<file path="src/rtl/writeback_pkg.sv">
// Shared opcode / funct3 constants and the write-data source decode used by
// the decode, read and writeback stages.
package writeback_pkg;

    localparam logic [6:0] OPC_LOAD   = 7'b0000011;
    localparam logic [6:0] OPC_STORE  = 7'b0100011;
    localparam logic [6:0] OPC_BRANCH = 7'b1100011;
    localparam logic [6:0] OPC_JAL    = 7'b1101111;
    localparam logic [6:0] OPC_JALR   = 7'b1100111;
    localparam logic [6:0] OPC_LUI    = 7'b0110111;
    localparam logic [6:0] OPC_AUIPC  = 7'b0010111;
    localparam logic [6:0] OPC_OP     = 7'b0110011;
    localparam logic [6:0] OPC_OP_IMM = 7'b0010011;

    localparam logic [2:0] F3_LB  = 3'b000;
    localparam logic [2:0] F3_LH  = 3'b001;
    localparam logic [2:0] F3_LW  = 3'b010;
    localparam logic [2:0] F3_LBU = 3'b100;
    localparam logic [2:0] F3_LHU = 3'b101;

    // Where the register-file write data comes from; SRC_NONE means the
    // instruction never writes a register.
    typedef enum logic [1:0] {
        SRC_NONE   = 2'd0,
        SRC_LINK   = 2'd1,
        SRC_LOAD   = 2'd2,
        SRC_RESULT = 2'd3
    } wb_src_e;

    function automatic wb_src_e wb_source(input logic [6:0] opcode);
        wb_src_e src;
        case (opcode)
            OPC_JAL, OPC_JALR:                     src = SRC_LINK;
            OPC_LOAD:                              src = SRC_LOAD;
            OPC_LUI, OPC_AUIPC, OPC_OP, OPC_OP_IMM: src = SRC_RESULT;
            OPC_STORE, OPC_BRANCH:                 src = SRC_NONE;
            default:                               src = SRC_NONE;
        endcase
        return src;
    endfunction

endpackage

</file>
<file path="src/rtl/writeback_if.sv">
// Memory-stage to writeback bus plus the register-file write port.
// master: the upstream stage / register file side; slave: the writeback stage.
interface writeback_if;
    logic [31:0] IR;
    logic [31:0] R_in;
    logic [31:0] M_in;
    logic [31:0] PC;
    logic        v_in;
    logic        stall;
    logic        r_out;
    logic [4:0]  WB_address;
    logic [31:0] WB_data;
    logic        v_wb;
    logic        trap;
    logic [63:0] retired;

    modport master (
        output IR, R_in, M_in, PC, v_in, stall,
        input  r_out, WB_address, WB_data, v_wb, trap, retired
    );

    modport slave (
        input  IR, R_in, M_in, PC, v_in, stall,
        output r_out, WB_address, WB_data, v_wb, trap, retired
    );
endinterface

</file>
<file path="src/rtl/writeback_load_align.sv">
// Combinational load extraction: picks the byte/halfword/word out of the
// aligned memory word and flags accesses that straddle their natural size.
module load_align
    import writeback_pkg::*;
(
    input  logic [31:0] M_in,
    input  logic [1:0]  offset,
    input  logic [2:0]  funct3,
    output logic [31:0] data,
    output logic        misaligned
);

    logic [7:0]  byte_sel;
    logic [15:0] half_sel;

    // Lane selection by byte offset
    always_comb begin
        byte_sel = 8'd0;
        case (offset)
            2'd0: byte_sel = M_in[7:0];
            2'd1: byte_sel = M_in[15:8];
            2'd2: byte_sel = M_in[23:16];
            2'd3: byte_sel = M_in[31:24];
            default: byte_sel = 8'd0;
        endcase
        half_sel = offset[1] ? M_in[31:16] : M_in[15:0];
    end

    // Extension and alignment check; reserved funct3 codes return zero
    always_comb begin
        data       = 32'd0;
        misaligned = 1'b0;
        case (funct3)
            F3_LB:  data = {{24{byte_sel[7]}}, byte_sel};
            F3_LBU: data = {24'd0, byte_sel};
            F3_LH: begin
                data       = {{16{half_sel[15]}}, half_sel};
                misaligned = offset[0];
            end
            F3_LHU: begin
                data       = {16'd0, half_sel};
                misaligned = offset[0];
            end
            F3_LW: begin
                data       = M_in;
                misaligned = (offset != 2'd0);
            end
            default: begin
                data       = 32'd0;
                misaligned = 1'b0;
            end
        endcase
    end

endmodule

</file>
<file path="src/rtl/writeback.sv">
// Writeback stage: accepts one instruction per cycle, selects the register
// write data, flags misaligned loads and counts retired instructions.
module writeback
    import writeback_pkg::*;
(
    input  logic       clk,
    input  logic       rst,
    writeback_if.slave bus
);

    logic [6:0]  opcode;
    logic [4:0]  rd;
    logic [2:0]  funct3;
    wb_src_e     src;
    logic        ready;
    logic        accept;
    logic [31:0] ld_data;
    logic        ld_misaligned;
    logic        load_trap;
    logic [31:0] data_next;
    logic        wr_next;
    logic        trap_next;
    logic        count_next;

    logic        v_wb_q;
    logic        trap_q;
    logic [4:0]  addr_q;
    logic [31:0] data_q;
    logic [63:0] retired_q;

    // Immediate and upper instruction bits are consumed by earlier stages.
    logic unused_ir_bits;
    assign unused_ir_bits = ^bus.IR[31:15];

    load_align u_load_align (
        .M_in       (bus.M_in),
        .offset     (bus.R_in[1:0]),
        .funct3     (funct3),
        .data       (ld_data),
        .misaligned (ld_misaligned)
    );

    // Ready is purely combinational so a stall or reset blocks the same edge
    assign ready     = ~bus.stall & ~rst;
    assign bus.r_out = ready;

    // Decode, data select and next-state qualifiers for the accepted beat
    always_comb begin
        opcode    = bus.IR[6:0];
        rd        = bus.IR[11:7];
        funct3    = bus.IR[14:12];
        src       = wb_source(opcode);
        accept    = bus.v_in & ready;
        load_trap = (src == SRC_LOAD) & ld_misaligned;

        data_next = 32'd0;
        case (src)
            SRC_LINK:   data_next = bus.PC + 32'd4;
            SRC_LOAD:   data_next = ld_data;
            SRC_RESULT: data_next = bus.R_in;
            default:    data_next = 32'd0;
        endcase

        // rd=x0 still retires but never drives the write port
        wr_next    = accept & (src != SRC_NONE) & (rd != 5'd0) & ~load_trap;
        trap_next  = accept & load_trap;
        count_next = accept & ~load_trap;
    end

    // Output registers; address/data are forced to zero whenever no write
    // happens because the register file writes on every edge.
    always_ff @(posedge clk) begin
        if (rst) begin
            v_wb_q    <= 1'b0;
            trap_q    <= 1'b0;
            addr_q    <= 5'd0;
            data_q    <= 32'd0;
            retired_q <= 64'd0;
        end else begin
            v_wb_q <= wr_next;
            trap_q <= trap_next;
            addr_q <= wr_next ? rd : 5'd0;
            data_q <= wr_next ? data_next : 32'd0;
            if (count_next) begin
                retired_q <= retired_q + 64'd1;
            end
        end
    end

    assign bus.v_wb       = v_wb_q;
    assign bus.trap       = trap_q;
    assign bus.WB_address = addr_q;
    assign bus.WB_data    = data_q;
    assign bus.retired    = retired_q;

endmodule

</file>
<file path="src/flat_wrapper.sv">
// flat-port wrapper written by rule: the top's interface ports become plain ports
module writeback_flat import writeback_pkg::*;
  (clk, rst, bus_IR, bus_R_in, bus_M_in, bus_PC, bus_v_in, bus_stall, bus_r_out, bus_WB_address, bus_WB_data, bus_v_wb, bus_trap, bus_retired);
  writeback_if bus_i ();
  input  logic clk;
  input  logic rst;
  input wire logic [$bits(bus_i.IR)-1:0] bus_IR;
  input wire logic [$bits(bus_i.R_in)-1:0] bus_R_in;
  input wire logic [$bits(bus_i.M_in)-1:0] bus_M_in;
  input wire logic [$bits(bus_i.PC)-1:0] bus_PC;
  input wire logic [$bits(bus_i.v_in)-1:0] bus_v_in;
  input wire logic [$bits(bus_i.stall)-1:0] bus_stall;
  output wire logic [$bits(bus_i.r_out)-1:0] bus_r_out;
  output wire logic [$bits(bus_i.WB_address)-1:0] bus_WB_address;
  output wire logic [$bits(bus_i.WB_data)-1:0] bus_WB_data;
  output wire logic [$bits(bus_i.v_wb)-1:0] bus_v_wb;
  output wire logic [$bits(bus_i.trap)-1:0] bus_trap;
  output wire logic [$bits(bus_i.retired)-1:0] bus_retired;
  assign bus_i.IR = bus_IR;
  assign bus_i.R_in = bus_R_in;
  assign bus_i.M_in = bus_M_in;
  assign bus_i.PC = bus_PC;
  assign bus_i.v_in = bus_v_in;
  assign bus_i.stall = bus_stall;
  assign bus_r_out = bus_i.r_out;
  assign bus_WB_address = bus_i.WB_address;
  assign bus_WB_data = bus_i.WB_data;
  assign bus_v_wb = bus_i.v_wb;
  assign bus_trap = bus_i.trap;
  assign bus_retired = bus_i.retired;
  writeback u_core (.clk(clk), .rst(rst), .bus(bus_i));
endmodule
</file>
<file path="config.mk">
export PLATFORM = sky130hd
export DESIGN_NAME = writeback_flat
export DESIGN_NICKNAME = d
export VERILOG_FILES = /design/src/rtl/writeback_pkg.sv /design/src/rtl/writeback_if.sv /design/src/rtl/writeback_load_align.sv /design/src/rtl/writeback.sv /design/src/flat_wrapper.sv
export SDC_FILE = /design/constraint.sdc
export NUM_CORES = 1
export LEC_CHECK = 0
export ABC_CLOCK_PERIOD_IN_PS = 6300
export CAP_MARGIN = 30
export CORE_UTILIZATION = 35
export CTS_BUF_LIST = sky130_fd_sc_hd__clkbuf_8 sky130_fd_sc_hd__clkbuf_16
export CTS_CLUSTER_DIAMETER = 60
export CTS_CLUSTER_SIZE = 28
export DETAILED_ROUTE_END_ITERATION = 10
export PLACE_DENSITY = 0.67
export SETUP_SLACK_MARGIN = 0.05
export SLEW_MARGIN = 10
export SYNTH_ARGS = -nofsm -noshare
export SYNTH_HDL_FRONTEND = slang
export SYNTH_HIERARCHICAL = 1
export SYNTH_SLANG_ARGS = --single-unit
</file>
<file path="constraint.sdc">
create_clock -name clk -period 6.3 [get_ports clk]
set_input_delay 1.26 -clock clk [delete_from_list [all_inputs] [get_ports clk]]
set_output_delay 1.26 -clock clk [all_outputs]
set_load 0.02 [all_outputs]
</file>
==> flow_summary.toml <==
[timing]
finalHoldViolCount = 0
rsz_0062_raised_after_global_routing = "false"
setup_viol = 0
max_slew_violations = 0
setup-tns-final_ns = 0
fmax_ghz = 0.242
whs_ns = 0.495
final.min_clock_period_ns = 4.13
clock-skew-final_ns = 0.0104
period_share_pct = 65.5
tightest_slew_ns = 0.784
max-slew-margin-rel_pct = 47.4

[worst_setup_path]
critical_path_peak_fanout = 18
cp-start-kind = "input pin"
arrival_ns = 4.40
rr_endpoint = "u_core/bus.retired[50]"
worst_path_largest_cell_delay_ns = 0.93
critical_path.endpoint = "u_core/bus.retired[50]"
critical_path.slowest_cell = "sky130_fd_sc_hd__clkdlybuf4s50_1"
worstPathCellList = "clkdlybuf4s50_1 -> nor3b_2 -> o21ai_0 -> nand2_1 -> nor4b_1 -> a21o_2 -> or3_1 -> or4_1 -> a21oi_1"
setup_slack_reg_to_reg_ns = 3.77
worst_reg_to_reg_cells = 6
critPathKind = "input pin to flop"
worst_ep_required_time_ns = 6.58
setup.worst_path.end_class = "flop"
crit_path_launch = "bus_IR[14]"
timing.rr.start = "u_core/bus.retired[0]"

[floorplanning]
die-width_um = 133
ios = 236
die-height_um = 133
dieArea_um2 = 17700
rows = 47
start_util_pct = 36.1
fp.coreArea_um2 = 16600

[clock_tree]
post_cts_resized = 0
clock-root-buffer = "sky130_fd_sc_hd__clkbuf_16"
clock_tree_from_tritoncts = "built"
cts_num_sinks = 103
cts.reportedPaths.clkPinSlew_ns = 0.08
worstSkewPairLatency_ns = 0.35
total_of_hold_buffers_inserted_after_clock_tree_synthesis = 0
tritoncts.num_buffers = 9
max-clock-path-buffers = 2
htree_levels = 3
post_cts.repair.setup_buffers = 0

[logic_synthesis]
async_reset_ff_share_pct = 0
ys_seq_elements = 103
synth_edf_count = 0
synth.cell_area_um2 = 6000
synth-main-ff-cell = "sky130_fd_sc_hd__dfxtp_1"
synth_nets = 878
syn_area_per_cell_um2 = 8.07
post_synth_inst_count = 744
yosysUniqueCellTypes = 57
synthesis.yosys.warnings = 6
ys_seq_area_share_pct = 34.4

[flow_run]
max-cap-violations = 0

[global_routing]
global_route.usage.total_pct = 23.6
gr_met2_demand_resource_pct = 37.5
use_met3_pct = 5.52
antenna_violations_before_repair = 3
globalRouteOverflowTotal = 0
wire_length_of_the_first_global_routing_pass_mm = 33.0
grt_max_degree = 68
groute.layer.met1.usage_pct = 30.5
globalRoute.busiestLayer = "met2"
first_global_vias = 6157

[run_status]
status = "complete, no violations"

[power]
p_leak_nw = 2.72
vdd.ir_drop.worst_mv = 0.126
combinationalPowerShare_pct = 13.0
clockPowerShare_pct = 41.3
power.internal_mw = 1.06
switching_power_mw = 0.361
powerDensity_nw_per_um2 = 165
switching_share_pct = 25.3
pwr-share-seq_pct = 45.7

[routing]
firstDrtPassIters = 7
route.final.wire_length_mm = 21.0
dr_total_vias = 6597
drt-vias-per-instance = 5.66
detail_route.wl_per_cell_um = 18.0
drc = 0
postRouteAntennaNets = 0
detailedRoute.firstIterationViolations = 607

[cells_and_area]
footprint_of_the_multi_input_gates_um2 = 3680
filler_cell_count = 1598
num-nets-final = 1071
final_layout_size_suffix_gt1_share_pct = 6.37
syn2layout_area_growth_pct = 43.9
seq_area_um2 = 2060

[place]
half_perimeter_wire_length_after_detailed_placement_mm = 15.6
gp_congestion = 0.896
placement.io_buffers = 218

[min_path]
hp-class = "flop to flop"
==> through the flow <==
stage | instance area [µm²] | power, mW | util (%) | instances | setup slack (ns)
finish | 8640 | 1.43 | 51.9 | 1165 | 2.17
global route | 8640 | 1.48 | 51.9 | 1164 | 1.94
CTS | 8630 | 1.44 | 51.8 | 1161 | 2.22
detailed placement | 8320 | 0.850 | 50.0 | 1145 | 1.86
global placement | 8310 | 0.848 | 49.9 | 1144 | 1.59
floorplan | 6000 | 0.744 | - | 744 | 2.68
==> routing by layer <==
metal	wire, µm	vias up	part of all wire [%]
met5	0	-	0
met4	626	0	3.0
met3	1640	39	7.8
met2	9550	278	45
met1	9180	3083	44
li1	-	3197	-
==> state kept, by name, indices dropped and copies added, names as in the netlist <==
register and cells:
u_core/bus.retired 64, u_core/bus.WB_data 32, u_core/bus.trap 1, u_core/bus.v_wb 1, u_core/bus.WB_address 5
==> logic make-up after synthesis <==
group           synth area share (%)
fa+ha+maj                      0.417
mux                             4.46
compound gates                  21.5
flops                           34.4
xor+xnor                        5.69
buf+inv                         4.34
simple gates                    29.2
==> layout make-up <==
type                            count  share of cell area, %
Multi-Input combinational cell    583                   42.7
Sequential cell                   103                   23.9
Clock inverter                      7                  0.941
Antenna cell                        3                 0.0869
Timing Repair Buffer              229                   26.2
Tap cell                          220                   3.19
Clock buffer                        9                   2.61
Inverter                           11                  0.478
==> power groups by stage <==
stage	registers, mW	logic (mW)	clock network (mW)
after floorplan	0.668	0.0760	0
after global placement	0.667	0.181	0
after detailed placement	0.667	0.183	0
after CTS	0.652	0.184	0.606
after global routing	0.652	0.199	0.631
final	0.652	0.185	0.589
==> worst max-delay path: cells and delay by family <==
family                 cells  cell delay [ns]
AND/OR/NAND/NOR            5             1.59
buffers and inverters      1             0.93
AO/OA/AOI/OAI              3             0.61
==> synthesized netlist by cell type, types with 4 or more instances <==
library cell | count | area share (%)
sky130_fd_sc_hd__a211oi_1 | 16 | 2.0
sky130_fd_sc_hd__a21oi_1 | 54 | 4.5
sky130_fd_sc_hd__a222oi_1 | 14 | 2.3
sky130_fd_sc_hd__a22oi_1 | 27 | 3.4
sky130_fd_sc_hd__and2_1 | 7 | 0.73
sky130_fd_sc_hd__and3_1 | 5 | 0.52
sky130_fd_sc_hd__and4_1 | 7 | 1.0
sky130_fd_sc_hd__buf_2 | 7 | 0.58
sky130_fd_sc_hd__clkbuf_1 | 32 | 2.0
sky130_fd_sc_hd__dfxtp_1 | 103 | 34
sky130_fd_sc_hd__inv_1 | 11 | 0.69
sky130_fd_sc_hd__mux2_2 | 14 | 2.6
sky130_fd_sc_hd__mux2i_1 | 8 | 1.3
sky130_fd_sc_hd__nand2_1 | 73 | 4.6
sky130_fd_sc_hd__nand3_1 | 23 | 1.9
sky130_fd_sc_hd__nand4_1 | 34 | 3.5
sky130_fd_sc_hd__nor2_1 | 60 | 3.8
sky130_fd_sc_hd__nor2b_1 | 4 | 0.42
sky130_fd_sc_hd__nor3_1 | 18 | 1.5
sky130_fd_sc_hd__nor4_1 | 20 | 2.1
sky130_fd_sc_hd__o21a_1 | 8 | 1.0
sky130_fd_sc_hd__o21ai_0 | 53 | 4.4
sky130_fd_sc_hd__o31a_1 | 6 | 0.88
sky130_fd_sc_hd__o31ai_1 | 12 | 1.5
sky130_fd_sc_hd__or3_1 | 26 | 2.7
sky130_fd_sc_hd__or4_1 | 16 | 2.0
sky130_fd_sc_hd__xnor2_1 | 19 | 2.8
sky130_fd_sc_hd__xor2_1 | 20 | 2.9
==> cells in the final DEF (no fill, tap or decap), drive strengths merged, types with 24 or more instances in the layout <==
cell type and instances:
a22oi 27, nand2 73, nand4 38, or3 27, nor2 60, o21ai 55
clkdlybuf4s50 217, dfxtp 103, a21oi 54, nand3 24
==> worst min-delay path by stage <==
stage	from	to	depth (start not counted)
final	u_core/bus.retired[63]	u_core/bus.retired[63]	2
after global routing	u_core/bus.retired[63]	u_core/bus.retired[63]	2
after CTS	u_core/bus.retired[63]	u_core/bus.retired[63]	2
after detailed placement	u_core/bus.retired[63]	u_core/bus.retired[63]	2
after global placement	u_core/bus.retired[63]	u_core/bus.retired[63]	2
after floorplan	u_core/bus.retired[63]	u_core/bus.retired[63]	2
No activity file was read; power rests on OpenSTA's default activity.
